`config.mk`:
```
export PLATFORM = sky130hd
export DESIGN_NAME = mul_div_unit
export DESIGN_NICKNAME = d
export VERILOG_FILES = /design/src/rtl/mul_div_unit.sv
export SDC_FILE = /design/constraint.sdc
export NUM_CORES = 1
export LEC_CHECK = 0
export CAP_MARGIN = 20
export CORE_ASPECT_RATIO = 1.2
export CORE_UTILIZATION = 45
export CTS_CLUSTER_DIAMETER = 40
export DETAILED_ROUTE_END_ITERATION = 6
export PLACE_DENSITY = 0.65
export SYNTH_ARGS = -nofsm -noshare
export SYNTH_HDL_FRONTEND = slang
export SYNTH_SLANG_ARGS = --single-unit
```
`constraint.sdc`:
```
create_clock -name clk -period 6.6 [get_ports clk]
set_clock_uncertainty 0.15 [all_clocks]
set_input_delay 1.32 -clock clk [delete_from_list [all_inputs] [get_ports clk]]
set_output_delay 1.32 -clock clk [all_outputs]
set_load 0.02 [all_outputs]
```
`src/rtl/mul_div_unit.sv`:
```
// Iterative MULT/MULTU/DIV/DIVU unit with architectural HI/LO registers.
// Define MULDIV_EARLY_OUT_EN to let multiplies finish once the multiplier is exhausted.
module mul_div_unit #(
    parameter int WIDTH = 32
) (
    input  logic             clk,
    input  logic             reset,
    input  logic [WIDTH-1:0] a,
    input  logic [WIDTH-1:0] b,
    input  logic [1:0]       op,
    input  logic             start,
    input  logic             flush,
    input  logic             hi_we,
    input  logic             lo_we,
    input  logic [WIDTH-1:0] wdata,
    output logic             busy,
    output logic             done,
    output logic             dz,
    output logic [WIDTH-1:0] hi,
    output logic [WIDTH-1:0] lo
);

    localparam int CW = $clog2(WIDTH);

    typedef enum logic [1:0] {IDLE, RUN, FIX} state_t;

    state_t             state;
    state_t             state_next;
    logic [1:0]         op_q;
    logic [WIDTH-1:0]   opa;
    logic [WIDTH-1:0]   opb;
    logic [2*WIDTH-1:0] acc;
    logic [CW-1:0]      cnt;
    logic               neg_q;
    logic               neg_r;

    logic               is_div;
    logic               last;
    logic               sgn;
    logic [WIDTH-1:0]   amag;
    logic [WIDTH-1:0]   bmag;
    logic [WIDTH:0]     msum;
    logic [2*WIDTH-1:0] mul_next;
    logic [WIDTH:0]     sh_hi;
    logic               ge;
    logic [WIDTH-1:0]   diff;
    logic [2*WIDTH-1:0] div_next;
    logic [2*WIDTH-1:0] prod_fix;
    logic [WIDTH-1:0]   quot_fix;
    logic [WIDTH-1:0]   rem_fix;
    logic               early;
`ifdef MULDIV_EARLY_OUT_EN
    logic [CW:0]        rem_sh;
    logic [2*WIDTH-1:0] acc_realign;
`endif

    assign is_div = op_q[1];
    assign last   = (cnt == CW'(WIDTH - 1));
    assign busy   = (state != IDLE);

    // Operand magnitudes are taken only for the signed opcodes
    assign sgn  = ~op[0];
    assign amag = (sgn && a[WIDTH-1]) ? -a : a;
    assign bmag = (sgn && b[WIDTH-1]) ? -b : b;

    assign msum     = {1'b0, acc[2*WIDTH-1:WIDTH]} + {1'b0, (opb[0] ? opa : '0)};
    assign mul_next = {msum, acc[WIDTH-1:1]};

    // Shifted remainder can need WIDTH+1 bits before the trial subtract
    assign sh_hi    = acc[2*WIDTH-1:WIDTH-1];
    assign ge       = (sh_hi >= {1'b0, opb});
    assign diff     = sh_hi[WIDTH-1:0] - opb;
    assign div_next = ge ? {diff, acc[WIDTH-2:0], 1'b1}
                         : {acc[2*WIDTH-2:0], 1'b0};

    assign prod_fix = neg_q ? -acc : acc;
    assign quot_fix = neg_q ? -acc[WIDTH-1:0] : acc[WIDTH-1:0];
    assign rem_fix  = neg_r ? -acc[2*WIDTH-1:WIDTH] : acc[2*WIDTH-1:WIDTH];

`ifdef MULDIV_EARLY_OUT_EN
    assign early       = ~is_div && (opb == '0);
    assign rem_sh      = (CW+1)'(WIDTH) - {1'b0, cnt};
    assign acc_realign = acc >> rem_sh;
`else
    assign early = 1'b0;
`endif

    always_ff @(posedge clk) begin
        if (reset) state <= IDLE;
        else       state <= state_next;
    end

    always_comb begin
        state_next = state;
        unique case (state)
            IDLE: if (start && !flush) state_next = RUN;
            RUN: begin
                if (flush)              state_next = IDLE;
                else if (last || early) state_next = FIX;
            end
            FIX:     state_next = IDLE;
            default: state_next = IDLE;
        endcase
    end

    always_ff @(posedge clk) begin
        if (reset) begin
            op_q  <= '0;
            opa   <= '0;
            opb   <= '0;
            acc   <= '0;
            cnt   <= '0;
            neg_q <= 1'b0;
            neg_r <= 1'b0;
            hi    <= '0;
            lo    <= '0;
            dz    <= 1'b0;
            done  <= 1'b0;
        end else begin
            done <= 1'b0;
            unique case (state)
                IDLE: begin
                    if (hi_we) hi <= wdata;
                    if (lo_we) lo <= wdata;
                    if (start && !flush) begin
                        op_q  <= op;
                        opa   <= amag;
                        opb   <= bmag;
                        neg_q <= sgn & (a[WIDTH-1] ^ b[WIDTH-1]);
                        neg_r <= sgn & a[WIDTH-1];
                        acc   <= op[1] ? {{WIDTH{1'b0}}, amag} : '0;
                        cnt   <= '0;
                    end
                end
                RUN: begin
                    if (!flush) begin
                        cnt <= cnt + CW'(1);
                        if (is_div) begin
                            acc <= div_next;
                        end else begin
                            acc <= mul_next;
                            opb <= opb >> 1;
`ifdef MULDIV_EARLY_OUT_EN
                            if (early) acc <= acc_realign;
`endif
                        end
                    end
                end
                FIX: begin
                    if (!flush) begin
                        done <= 1'b1;
                        if (is_div) begin
                            // Zero divisor: remainder path already rebuilds a
                            hi <= rem_fix;
                            lo <= (opb == '0) ? '1 : quot_fix;
                            dz <= (opb == '0);
                        end else begin
                            {hi, lo} <= prod_fix;
                        end
                    end
                end
                default: ;
            endcase
        end
    end

endmodule

```
==> flow_summary.ini <==
[run_status]
outcome = finished, violations left
violations = design-rule violations

[clocking]
clock_latency_ns = 0.54
cts_root_buffer = clkbuf_16
cts_made_buffers = 36
post_cts_resized = 0
h-tree-depth = 2
cts.sinks = 204
cts_tree = done
clock_path_buffers = 3
cts_setup_buffers = 0
clkTransAtPathRegs_ns = 0.05
ctsHoldBuffers = 0

[global_route]
grt_use_total_pct = 31.9
grt_max_degree = 91
grt_pass1_wl_um = 86400
overflow = 0
antenna_found_initial = 1
first_global_vias = 15300

[floorplanning]
die_y_um = 205
die_w_um = 171
rows = 74
start_util_pct = 45.5
dieArea_um2 = 35100
top_level_ports = 171
core_um2 = 34000

[yosys]
ys_top_cells_by_area = dfxtp_1 26%, a21oi_1 7.3%, nor2_1 6.2%
synth_top_family_by_area = compound AO/OA/AOI/OAI gates
synth_fp_nets = 2242
syn_area_per_cell_um2 = 7.49
yosysMostFrequentCell = nor2_1
synth_cell_types = 81
yosysSeqAreaShare_pct = 26.4
synth_edf_count = 0
ys_ff_latch = 204
ys_async_sr_fraction_pct = 0
synth_top_cell_by_area = dfxtp_1
synth_common_cells = 254 x nor2_1, 227 x a21oi_1, 204 x dfxtp_1, 169 x nand2_1, 139 x o21ai_0
synth.top_cell.area_share_pct = 26.4
ys_warn_count = 0
synth-compound-area-share_pct = 28.3
synth_xor_area_share_pct = 9.68
synth_area_um2 = 15500
synthMuxAreaShare_pct = 3.44
ys_dominant_reg_cell = dfxtp_1
syn_inst = 2066
synthSimpleGateAreaFrac_pct = 21.2
synthAdderAreaFrac_pct = 5.92

[timing]
setup_tns_ns = 0
worstMarginPinSlew_ns = 1.13
setup_viol = 0
period_needed_ns = 4.31
fmax_mhz = 232
min_period_over_period_pct = 65.3
slew_violations = 0
rsz0062_at_grt = no
relSlewSlack_pct = 24.3
hold_viol_final = 0

[worst_setup_path]
worstSetupPathType = register to register
startpoint = acc[34]
reg2reg_slack_ns = 2.29
worstPathArrival_ns = 4.58
worstPathRequired_ns = 6.87
critical_path.endpoint_type = register
ff2ff_path_depth = 11
crit_path_start_kind = register
r2r_end = acc[42]
cp-endpoint = acc[42]
critPathMaxFanout = 19
reg2reg_from = acc[34]

[final_layout]
area_delta_synth_final_pct = 20.5
fill_cells = 3278
drive_above_1_share_pct = 5.64
post-route-util_pct = 54.9
num-nets-final = 2333

[detailed_routing]
wl_per_cell_um = 21.4
ant_nets = 0
via_per_inst = 6.13
drc = 2
finalWirelength_um = 56400
first_iter_violations = 1433
vias = 16200
detail_route.first_pass.iterations = 7

[power]
irDropWorstVdd_mv = 0.230
power_leakage_nw = 7.06
power_density_nw_per_um2 = 231

[job]
cap_violations = 0

[hold_path]
worstHoldPathType = register to register
min_path_cells = 2

[place]
portBuffers = 170
gp_congestion = 0.955
hpwl_um = 43000
==> metrics by stage <==
stage | std cells | cell area, um2 | power, mW | hold slack, ns | setup slack, ns
2_1_floorplan | 2066 | 15500 | 2.01 | 0.282 | 2.97
3_3_place_gp | 2574 | 17400 | 2.35 | 0.290 | 2.13
3_5_place_dp | 2574 | 17400 | 2.36 | 0.293 | 2.09
4_1_cts | 2637 | 18600 | 4.30 | 0.300 | 2.41
5_1_grt | 2639 | 18600 | 4.46 | 0.320 | 2.10
6_report | 2639 | 18600 | 4.30 | 0.299 | 2.29
==> flip-flops by register name (all words and copies together), names as in the netlist, 2 cells and up <==
| name | flops |
|---|---|
| lo | 32 |
| opa | 32 |
| hi | 32 |
| state | 2 |
| opb | 32 |
| cnt | 5 |
| acc | 64 |
==> worst min-delay path by stage <==
stage	end	from	slack, ns
floorplan	opa[0]	opa[0]	0.28
global placement	lo[6]	lo[6]	0.29
detailed placement	lo[18]	lo[18]	0.29
CTS	lo[18]	lo[18]	0.30
global route	cnt[4]	cnt[4]	0.32
finish	lo[18]	lo[18]	0.30
==> power by group <==
| part | internal [mW] | leakage, nW | switching [mW] |
|---|---|---|---|
| clock network | 1.25 | 0.591 | 0.698 |
| registers | 1.31 | 1.67 | 0.0951 |
| logic | 0.389 | 4.80 | 0.563 |
==> critical path, cell delays in order, from the launching register on <==
cell     delay, ns
dfxtp_1       0.61
ha_1          0.29
nand2_1       0.09
a21oi_1       0.28
o21ai_0       0.23
o21ai_0       0.58
a31oi_1       0.35
a21oi_4       0.66
buf_4         0.42
mux2i_1       0.21
o21ai_0       0.09
a22o_1        0.21
==> area by class of cell <==
cell class / count / area (um2) / share of cell area [%]
diodes: 1 / 2.50 / 0.0134
flip-flops and latches: 204 / 4090 / 21.9
repair buffers: 190 / 1850 / 9.92
well taps: 456 / 571 / 3.06
clock buffers: 43 / 1000 / 5.36
inverters: 62 / 233 / 1.25
clock inverters: 20 / 255 / 1.37
multi-input cells: 1663 / 10700 / 57.1
==> layout by cell type (no fill, tap or decap), types with 11 or more instances in the layout <==
cell type          n
nor2_1           254
a21oi_1          226
dfxtp_1          203
nand2_1          169
clkdlybuf4s50_1  169
o21ai_0          139
xnor2_1          108
a211oi_1          70
ha_1              70
xor2_1            63
inv_1             62
mux2i_1           51
nor3_1            43
and2_1            39
o221ai_1          39
clkbuf_16         38
a21o_1            26
nor4_1            25
nand3_1           25
a311oi_1          22
o211ai_1          21
o31ai_1           21
buf_4             21
nand4_1           19
nand2b_1          18
a22oi_1           18
a31oi_1           17
or3_1             14
and3_1            13
or4_1             13
nor2b_1           12
o21bai_1          11
==> kinds of logic after synthesis <==
group,count (synthesis)
DFF,204
muxes,53
and+or+nand+nor,687
adders and majority gates,72
xor gates and xnor gates,171
AOI/OAI and AO/OA,680
buffers and inverters,199
==> per-layer routing <==
layer,share of wire (%),global-route usage (%),wire length [um]
met5,0,0,0
met4,5.8,17.8,3280
met1,41,39.3,23100
met2,47,53.4,26700
met3,5.7,4.27,3210
Power figures use the tool's default switching activity.
